File: src/rtl/systolic_pkg.sv
// Shared definitions for the systolic-array edge feeders: element width,
// counter widths and the skew feeder state encoding.
package systolic_pkg;

    // Default signed element width of one systolic lane.
    localparam int ELEM_W = 8;

    // Width of the optional accepted-beat counter.
    localparam int BEAT_CNT_W = 16;

    // Drain counter width; holds N-1 for any lane count up to 16.
    localparam int DRAIN_CNT_W = 5;

    typedef enum logic [1:0] {
        IDLE   = 2'd0,
        STREAM = 2'd1,
        DRAIN  = 2'd2,
        DONE   = 2'd3
    } feeder_state_t;

    // Number of drain cycles after the final beat: the deepest lane needs
    // lanes-1 further edges before its last element is on the output.
    function automatic logic [DRAIN_CNT_W-1:0] drain_load(input int lanes);
        return DRAIN_CNT_W'(lanes - 1);
    endfunction

endpackage

File: src/rtl/skew_delay_line.sv
// One feeder lane: a DEPTH-stage data+valid shift chain that advances on
// every clock. Bubbles enter as zero data with valid low, and the output is
// forced to zero whenever the emerging stage is not valid.
module skew_delay_line #(
    parameter int DEPTH = 1,
    parameter int W     = 8
) (
    input  logic         clk,
    input  logic         rst_ni,
    input  logic [W-1:0] data_i,
    input  logic         valid_i,
    output logic [W-1:0] data_o,
    output logic         valid_o
);

    genvar gi;
    generate
        for (gi = 0; gi < DEPTH; gi++) begin : g_stage
            logic [W-1:0] data_q;
            logic         valid_q;

            if (gi == 0) begin : g_head
                // First stage captures the incoming element, or a zero bubble.
                always_ff @(posedge clk or negedge rst_ni) begin
                    if (!rst_ni) begin
                        data_q  <= '0;
                        valid_q <= 1'b0;
                    end else begin
                        data_q  <= valid_i ? data_i : '0;
                        valid_q <= valid_i;
                    end
                end
            end else begin : g_tail
                // Later stages simply shift the previous stage along.
                always_ff @(posedge clk or negedge rst_ni) begin
                    if (!rst_ni) begin
                        data_q  <= '0;
                        valid_q <= 1'b0;
                    end else begin
                        data_q  <= g_stage[gi-1].data_q;
                        valid_q <= g_stage[gi-1].valid_q;
                    end
                end
            end
        end
    endgenerate

    assign valid_o = g_stage[DEPTH-1].valid_q;
    assign data_o  = g_stage[DEPTH-1].valid_q ? g_stage[DEPTH-1].data_q : '0;

endmodule

File: src/rtl/int8_skew_feeder.sv
// Skew feeder for a systolic array edge: each accepted vector is split into
// N lanes, lane i delayed by i+1 cycles so elements arrive diagonally.
// A small FSM closes each operand stream and pulses done when the last
// element has left the deepest lane.
// Optional feature: define INT8_SKEW_FEEDER_BEAT_CNT_EN to add the 16-bit
// beat_cnt output (accepted beats since the last DONE, wrapping silently).
module int8_skew_feeder
    import systolic_pkg::*;
#(
    parameter int N = 4,
    parameter int W = ELEM_W
) (
    input  logic           clk,
    input  logic           reset,
    input  logic           in_valid,
    output logic           in_ready,
    input  logic [N*W-1:0] in_data,
    input  logic           in_last,
    output logic [N*W-1:0] out_data,
    output logic [N-1:0]   out_valid,
    output logic           done
`ifdef INT8_SKEW_FEEDER_BEAT_CNT_EN
    ,
    output logic [BEAT_CNT_W-1:0] beat_cnt
`endif
);

    feeder_state_t          state_q, state_d;
    logic [DRAIN_CNT_W-1:0] drain_cnt_q, drain_cnt_d;
    logic                   accept;

    assign accept = in_valid & in_ready;

    // State register and drain counter.
    always_ff @(posedge clk or negedge reset) begin
        if (!reset) begin
            state_q     <= IDLE;
            drain_cnt_q <= '0;
        end else begin
            state_q     <= state_d;
            drain_cnt_q <= drain_cnt_d;
        end
    end

    // Next-state logic: a last beat skips DRAIN when there is only one lane.
    always_comb begin
        state_d     = state_q;
        drain_cnt_d = drain_cnt_q;
        case (state_q)
            IDLE, STREAM: begin
                if (accept && in_last) begin
                    if (N > 1) begin
                        state_d     = DRAIN;
                        drain_cnt_d = drain_load(N);
                    end else begin
                        state_d = DONE;
                    end
                end else if (accept) begin
                    state_d = STREAM;
                end
            end
            DRAIN: begin
                if (drain_cnt_q == DRAIN_CNT_W'(1)) begin
                    state_d = DONE;
                end else begin
                    drain_cnt_d = drain_cnt_q - DRAIN_CNT_W'(1);
                end
            end
            DONE: begin
                state_d = IDLE;
            end
            default: begin
                state_d = IDLE;
            end
        endcase
    end

    // Outputs: ready only while taking a stream and never while held in reset.
    always_comb begin
        in_ready = 1'b0;
        done     = 1'b0;
        case (state_q)
            IDLE, STREAM: in_ready = reset;
            DONE:         done     = 1'b1;
            default:      ;
        endcase
    end

    genvar gi;
    generate
        for (gi = 0; gi < N; gi++) begin : g_lane
            skew_delay_line #(
                .DEPTH(gi + 1),
                .W    (W)
            ) u_lane (
                .clk    (clk),
                .rst_ni (reset),
                .data_i (in_data[gi*W +: W]),
                .valid_i(accept),
                .data_o (out_data[gi*W +: W]),
                .valid_o(out_valid[gi])
            );
        end
    endgenerate

`ifdef INT8_SKEW_FEEDER_BEAT_CNT_EN
    logic [BEAT_CNT_W-1:0] beat_cnt_q, beat_cnt_d;

    // Beat count clears on the way out of DONE; no accept can occur in DONE.
    always_comb begin
        beat_cnt_d = beat_cnt_q;
        if (state_q == DONE) begin
            beat_cnt_d = '0;
        end else if (accept) begin
            beat_cnt_d = beat_cnt_q + BEAT_CNT_W'(1);
        end
    end

    // Beat counter register.
    always_ff @(posedge clk or negedge reset) begin
        if (!reset) begin
            beat_cnt_q <= '0;
        end else begin
            beat_cnt_q <= beat_cnt_d;
        end
    end

    assign beat_cnt = beat_cnt_q;
`endif

endmodule

File: config.mk
export PLATFORM = sky130hd
export DESIGN_NAME = int8_skew_feeder
export DESIGN_NICKNAME = d
export VERILOG_FILES = /design/src/rtl/systolic_pkg.sv /design/src/rtl/skew_delay_line.sv /design/src/rtl/int8_skew_feeder.sv
export SDC_FILE = /design/constraint.sdc
export NUM_CORES = 1
export LEC_CHECK = 0
export ABC_AREA = 1
export CAP_MARGIN = 20
export CORE_UTILIZATION = 44
export DETAILED_ROUTE_END_ITERATION = 8
export PLACE_DENSITY = 0.71
export SLEW_MARGIN = 25
export SYNTH_ARGS = -nofsm -noshare
export SYNTH_HDL_FRONTEND = slang
export SYNTH_SLANG_ARGS = --single-unit
File: constraint.sdc
create_clock -name clk -period 1.23 [get_ports clk]
set_clock_uncertainty 0.2 [all_clocks]
set_input_delay 0.246 -clock clk [delete_from_list [all_inputs] [get_ports clk]]
set_output_delay 0.246 -clock clk [all_outputs]
set_load 0.03 [all_outputs]
==> run metrics, run 1 <==
result of the run complete, but fails checks; violated checks negative hold slack, negative setup slack; most frequent cell on the critical path buf_6; slew of the pin with the lowest slew margin 572 ps; static leakage 0.00252 µW; CP endpoint kind output port; initial DRC count 79; depth of the most critical reg-to-reg path 7; final routed wirelength across all metal layers 5230 µm; pre-CTS setup slack -247 ps; critical path, cell by cell buf_6 > buf_6 > buf_6; fin crit period 1590 ps; drt drc 0; Max Clk Rate 627 MHz; Levels on crit path 3; slowest stage cell, crit path dfrtp_2; routed vias 1,958; setup slack on the worst flop-to-flop path -230 ps; global-route wire length before repair 8400 µm; number of antenna cells inserted 0; number of nets still failing antenna checks after routing 0; net count after synthesis 321; Clock Latency Late Sink 350 ps; Final Worst Setup Slack -364 ps; remaining global-route overflow 0; arrival time of data at the critical path endpoint 1150 ps; placed cell count 455; dominant cell type by area after synthesis dfrtp_1; count of filler cells inserted in the layout 526; effective utilization at floorplan 45.5%; CP startpoint g_lane[3].u_lane.g_stage[0].valid_q$_DFF_PN0_; top area cells in the synthesized netlist dfrtp_1, inv_1, nand2_1; endpoints failing hold 91; unique cell type count in the Yosys netlist 18; launch instance of the worst register-to-register path state_q[1]$_DFFE_PN0P_; end point of the critical path out_valid[0]; vias in the first global route 1,877; crit start category register; maximum VDD drop 0.000875 V; detailed-routing iteration count for the pre-antenna-repair pass 4; Relative slew margins 61.9%; Slowest Stage Delay on Critical Path 440 ps; Cell Rows 30; layout overhead on the synthesized area 43.1%; Yosys warning count 0; total number of H-tree levels 3; total half-perimeter wirelength after legalization and detailed placement 3330 µm; Max Root-Sink Buffers 2; cell area after synthesis 0.00309 mm²; Total Neg Setup Slack -15,300 ps; IO Pins 74; unrepaired setup endpoints after global routing yes; Hold Worst Slack -118 ps; total power 6490 µW; largest net degree at the start of global routing 50; global placer's final weighted congestion 0.805; Top delay family on crit path flip-flops; Layout Nets 416; type of the worst setup path reg -> out; commonest cells after routing, fill and taps aside dfrtp_1, buf_4, nand2_1; number of buffers created by CTS 9; global-route total usage across every layer 15.4%; combined buffer and inverter count along the critical path 3; total die area 0.00736 mm²; Via-to-Cell Ratio 4.09; share of the synthesized area in the top cell type 73.7%; sink count of the clock tree 91; DIE WIDTH 85.8 µm; mean instance size in the synthesized netlist 10.9 µm²; Pwr per Cell Area 1470 mW/mm²; buffer cell driving the clock tree root clkbuf_8; cell count after synthesis 283; clock input transition at the sequential cells of the worst setup and hold paths 80 ps; r2r endpoint drain_cnt_q[4]$_DFFE_PN0P_; Placeable Area 0.00679 mm²; final-report max-slew violation count 0; clock tree from TritonCTS built; Cell Count, Final, Fillers Out 479; proportion of synthesized chip area in sequential cells 73.7%; ratio of cells with drive above 1 in the final layout 45.4%; Hold WC Path Type in -> async; max-cap violations 0; synthesized flop and latch total 91; Setup Viol. Count Final 77; initial antenna violation count 0; maximum fanout count along the critical path 3; leading cell type in the layout, fill and taps excluded dfrtp_1; count of port buffers added during placement 73; final critical-path share of the clock period 130%; DR WL/cell 10.9 µm; required time of the critical path 780 ps; floorplan die height 85.8 µm
-- per-layer routing --
| layer | part of all wire (%) | GRT usage (%) |
|---|---|---|
| met3 | 4.8 | 4.62 |
| met4 | 2.1 | 8.64 |
| met2 | 53 | 24.7 |
| met5 | 0 | 0 |
| met1 | 40 | 18.7 |
-- logic make-up (layout without fill, tap and decap cells) --
kind of cell	Yosys count	in the layout	synth area share [%]
and+or+nand+nor	103	103	14.0
DFF	91	91	73.7
buffers and inverters	85	185	11.0
adders and majority gates	2	2	0.810
AOI/OAI and AO/OA	1	1	0.162
xor gates and xnor gates	1	1	0.284
-- worst reg2reg max path, stage by stage (launching register included) --
cell	delay, ps
dfrtp_2	440
nor2_4	140
buf_6	140
nand3_2	110
nand2_4	160
inv_4	60
nand2_2	50
nand2_1	50
-- worst min-delay path by stage --
stage / cells after the start / slack (ps) / endpoint / startpoint
2_1_floorplan: 0 / -250 / drain_cnt_q[0]$_DFFE_PN0P_ / reset
3_3_place_gp: 0 / 130 / g_lane[2].u_lane.g_stage[2].data_q[3]$_DFF_PN0_ / g_lane[2].u_lane.g_stage[1].data_q[3]$_DFF_PN0_
5_1_grt: 3 / -90 / g_lane[2].u_lane.g_stage[0].data_q[5]$_DFF_PN0_ / reset
4_1_cts: 3 / -110 / g_lane[2].u_lane.g_stage[0].data_q[1]$_DFF_PN0_ / reset
3_5_place_dp: 0 / 130 / g_lane[1].u_lane.g_stage[1].data_q[1]$_DFF_PN0_ / g_lane[1].u_lane.g_stage[0].data_q[1]$_DFF_PN0_
6_report: 3 / -120 / g_lane[2].u_lane.g_stage[0].data_q[6]$_DFF_PN0_ / reset
-- sequential cells by signal (all words and copies together), names as in the netlist --
signal / count
drain_cnt_q: 5
g_lane.u_lane.g_stage.valid_q: 2
g_lane.u_lane.g_stage.data_q: 80
state_q: 2
g_lane.u_lane.valid_o: 2
-- cell usage after synthesis (all sizes together) --
cell type and n:
nand3b 1, nand2 56, ha 2, nor2 41, dfrtp 91, buf 7
nand3 5, inv 74, clkbuf 4, xor2 1, o21ai 1
-- final cells by class --
type                    count  area, µm²  share of cell area (%)
flip-flops and latches     91       2290                    51.7
well taps                  96        120                    2.72
inverters                  74        280                    6.34
repair buffers             95        905                    20.5
multi-input cells         107        652                    14.7
clock buffers              11        141                    3.20
clock inverters             5       37.5                   0.849
-- metrics by stage --
stage / instance area (µm²) / util [%]
2_1_floorplan: 3110 / -
3_3_place_gp: 3930 / 57.8
3_5_place_dp: 3930 / 57.8
4_1_cts: 4290 / 63.2
5_1_grt: 4420 / 65.1
6_report: 4420 / 65.1
-- timing repair --
| item | 4_1_cts | 5_1_grt |
|---|---|---|
| cloned | 0 | 1 |
| pin swaps | 6 | 8 |
| endpoints found under the hold margin | 91 | 91 |
| endpoints found under the setup margin | 69 | 77 |
| buffers inserted | 7 | 0 |
| gates resized for setup | 45 | 37 |
-- power by group --
group,total (µW),switching (µW),internal (µW)
Clock,1800,999,797
Combinational,1310,716,596
Sequential,3380,139,3250
Total,6490,1850,4640
No activity file was read; power rests on OpenSTA's default activity.
==> run 2, diff against run 1 <==
--- a/config.mk
+++ b/config.mk
@@ -6,10 +6,12 @@
 export NUM_CORES = 1
 export LEC_CHECK = 0
 export ABC_AREA = 1
+export ABC_CLOCK_PERIOD_IN_PS = 1230
 export CAP_MARGIN = 20
-export CORE_UTILIZATION = 44
+export CORE_UTILIZATION = 55
 export DETAILED_ROUTE_END_ITERATION = 8
-export PLACE_DENSITY = 0.71
+export DONT_BUFFER_PORTS = 1
+export PLACE_DENSITY = 0.69
 export SLEW_MARGIN = 25
 export SYNTH_ARGS = -nofsm -noshare
 export SYNTH_HDL_FRONTEND = slang
==> run 2 against run 1 <==
  * The flow still finishes with violations (negative hold slack, negative setup slack)
  * Clock power up 13%
  * Maximum frequency grew 3.4%
  * Flip-flop and latch count stayed put
  * Power grew 8.5%
  * Critical path type unchanged
  * Highest routed layer unchanged
==> run metrics, run 2 (same netlist as run 1, synthesis figures left out) <==
detailed-routing iteration count for the pre-antenna-repair pass 4; Setup Viol. Count Final 77; commonest cells after routing, fill and taps aside dfrtp_1, inv_1, dlygate4sd3_1; total number of H-tree levels 3; global-route wire length before repair 8590 µm; buffer cell driving the clock tree root clkbuf_8; crit start category register; sink count of the clock tree 91; Max Root-Sink Buffers 2; net switching fraction of the power 29.5%; Layout Nets 388; initial DRC count 82; number of buffers created by CTS 9; register with the most flip-flops g_lane.u_lane.g_stage.data_q; max-cap violations 0; internal power of the cells 4970 µW; layout overhead on the synthesized area 47.5%; drt drc 0; largest net degree at the start of global routing 93; launch instance of the worst register-to-register path drain_cnt_q[1]$_DFFE_PN0P_; endpoints failing hold 91; unrepaired setup endpoints after global routing yes; Seq pwr share 48.3%; CP endpoint kind output port; floorplan die height 76.9 µm; result of the run complete, but fails checks; fin crit period 1540 ps; initial antenna violation count 0; registers with the most flip-flops g_lane.u_lane.g_stage.data_q x80, drain_cnt_q x5; slew of the pin with the lowest slew margin 282 ps; maximum fanout count along the critical path 3; routed vias 2,013; ratio of cells with drive above 1 in the final layout 46.2%; Max Clk Rate 649 MHz; Pwr per Cell Area 1550 mW/mm²; portion of total power attributed to the clock network 28.9%; Hold WC Path Type in -> async; Clock Latency Late Sink 350 ps; depth of the most critical reg-to-reg path 10; static leakage 0.00255 µW; critical path, cell by cell nor2_4 > buf_6; Hold Worst Slack -618 ps; slowest stage cell, crit path dfrtp_1; Cell Rows 26; number of nets still failing antenna checks after routing 0; count of port buffers added during placement 0; violated checks negative hold slack, negative setup slack; type of the worst setup path reg -> out; remaining global-route overflow 0; number of flip-flops under the largest register name 80; maximum VDD drop 0.00115 V; CP startpoint state_q[1]$_DFFE_PN0P_; clock input transition at the sequential cells of the worst setup and hold paths 90 ps; number of antenna cells inserted 0; Via-to-Cell Ratio 4.74; P_sw 2080 µW; leading cell type in the layout, fill and taps excluded dfrtp_1; pre-CTS setup slack -168 ps; global-route total usage across every layer 19.8%; clock tree from TritonCTS built; Slowest Stage Delay on Critical Path 440 ps; Final Worst Setup Slack -312 ps; total die area 0.00592 mm²; count of hold-fix buffers inserted at cts 34; Placeable Area 0.00527 mm²; arrival time of data at the critical path endpoint 1100 ps; effective utilization at floorplan 58.6%; DR WL/cell 15.4 µm; global placer's final weighted congestion 0.773; count of filler cells inserted in the layout 235; IO Pins 74; final routed wirelength across all metal layers 6540 µm; total half-perimeter wirelength after legalization and detailed placement 2780 µm; final critical-path share of the clock period 125%; DIE WIDTH 76.9 µm; vias in the first global route 1,936; Relative slew margins 81.1%; final-report max-slew violation count 0; required time of the critical path 780 ps; Comb power frac 22.8%
run 2: changes by cell type in the layout (fill, tap and decap cells not counted), moves of 11 or more:
cell / delta
buf_4: -26
clkdlybuf4s50_1: -34
dlygate4sd3_1: +34
inv_2: -22
inv_4: +21
nand2_1: -14
nand2_4: +11
nor2_2: -24
nor2_4: +28
run 2: per-stage QoR:
stage / TNS [ps] / instance area, µm² / utilization (%) / instances / power [µW]
2_1_floorplan: -2560 / 3110 / - / 283 / 4000
3_3_place_gp: -619 / 3260 / 61.9 / 356 / 4180
3_5_place_dp: -1040 / 3260 / 61.9 / 356 / 4220
4_1_cts: -14630 / 4010 / 76.1 / 417 / 6550
5_1_grt: -18030 / 4560 / 86.5 / 425 / 7300
6_report: -15260 / 4560 / 86.5 / 425 / 7050
run 2: repair_timing:
item	CTS	global route
hold endpoints to repair	130	91
setup buffers	10	6
resized for setup	33	136
cloned	1	2
setup endpoints to repair	75	77
pin swaps	8	8
run 2: critical path, delay by kind of cell (launching register included):
| kind | cells | cell delay, ps |
|---|---|---|
| buf+inv | 1 | 150 |
| flops | 1 | 440 |
| simple gates | 1 | 150 |
run 2: area by class of cell:
class,instances,area (µm²),share of cell area [%]
clock buffer,11,141,3.10
clock inverter,5,61.3,1.35
inverter,74,343,7.52
multi-input combinational,107,916,20.1
sequential,91,2280,50.1
tap,70,87.6,1.92
timing repair buffer,67,726,15.9
run 2: worst paths after layout:
path,to,slack (ps)
setup reg to reg,drain_cnt_q[2]$_DFFE_PN0P_,-270
setup / recovery,in_ready,-310
min in group clk,g_lane[1].u_lane.g_stage[1].data_q[7]$_DFF_PN0_,150
hold reg to reg,g_lane[1].u_lane.g_stage[1].data_q[7]$_DFF_PN0_,150
max in group asynchronous,g_lane[1].u_lane.valid_o$_DFF_PN0_,1320
hold / removal,g_lane[3].u_lane.g_stage[3].data_q[3]$_DFF_PN0_,-620
run 2: metal layers:
layer	track usage (%)	part of all wire, %	wire, µm
met1	22.3	38	2500
met2	34.6	55	3570
met3	5.24	5.2	340
met4	10.0	2.0	129
met5	0	0	0
run 2: power groups by stage:
stage | Clock (µW) | Sequential, µW | Combinational (µW)
global route | 2170 | 3420 | 1700
finish | 2040 | 3400 | 1610
detailed placement | 0 | 3460 | 763
global placement | 0 | 3440 | 740
floorplan | 0 | 3410 | 590
CTS | 2050 | 3370 | 1130
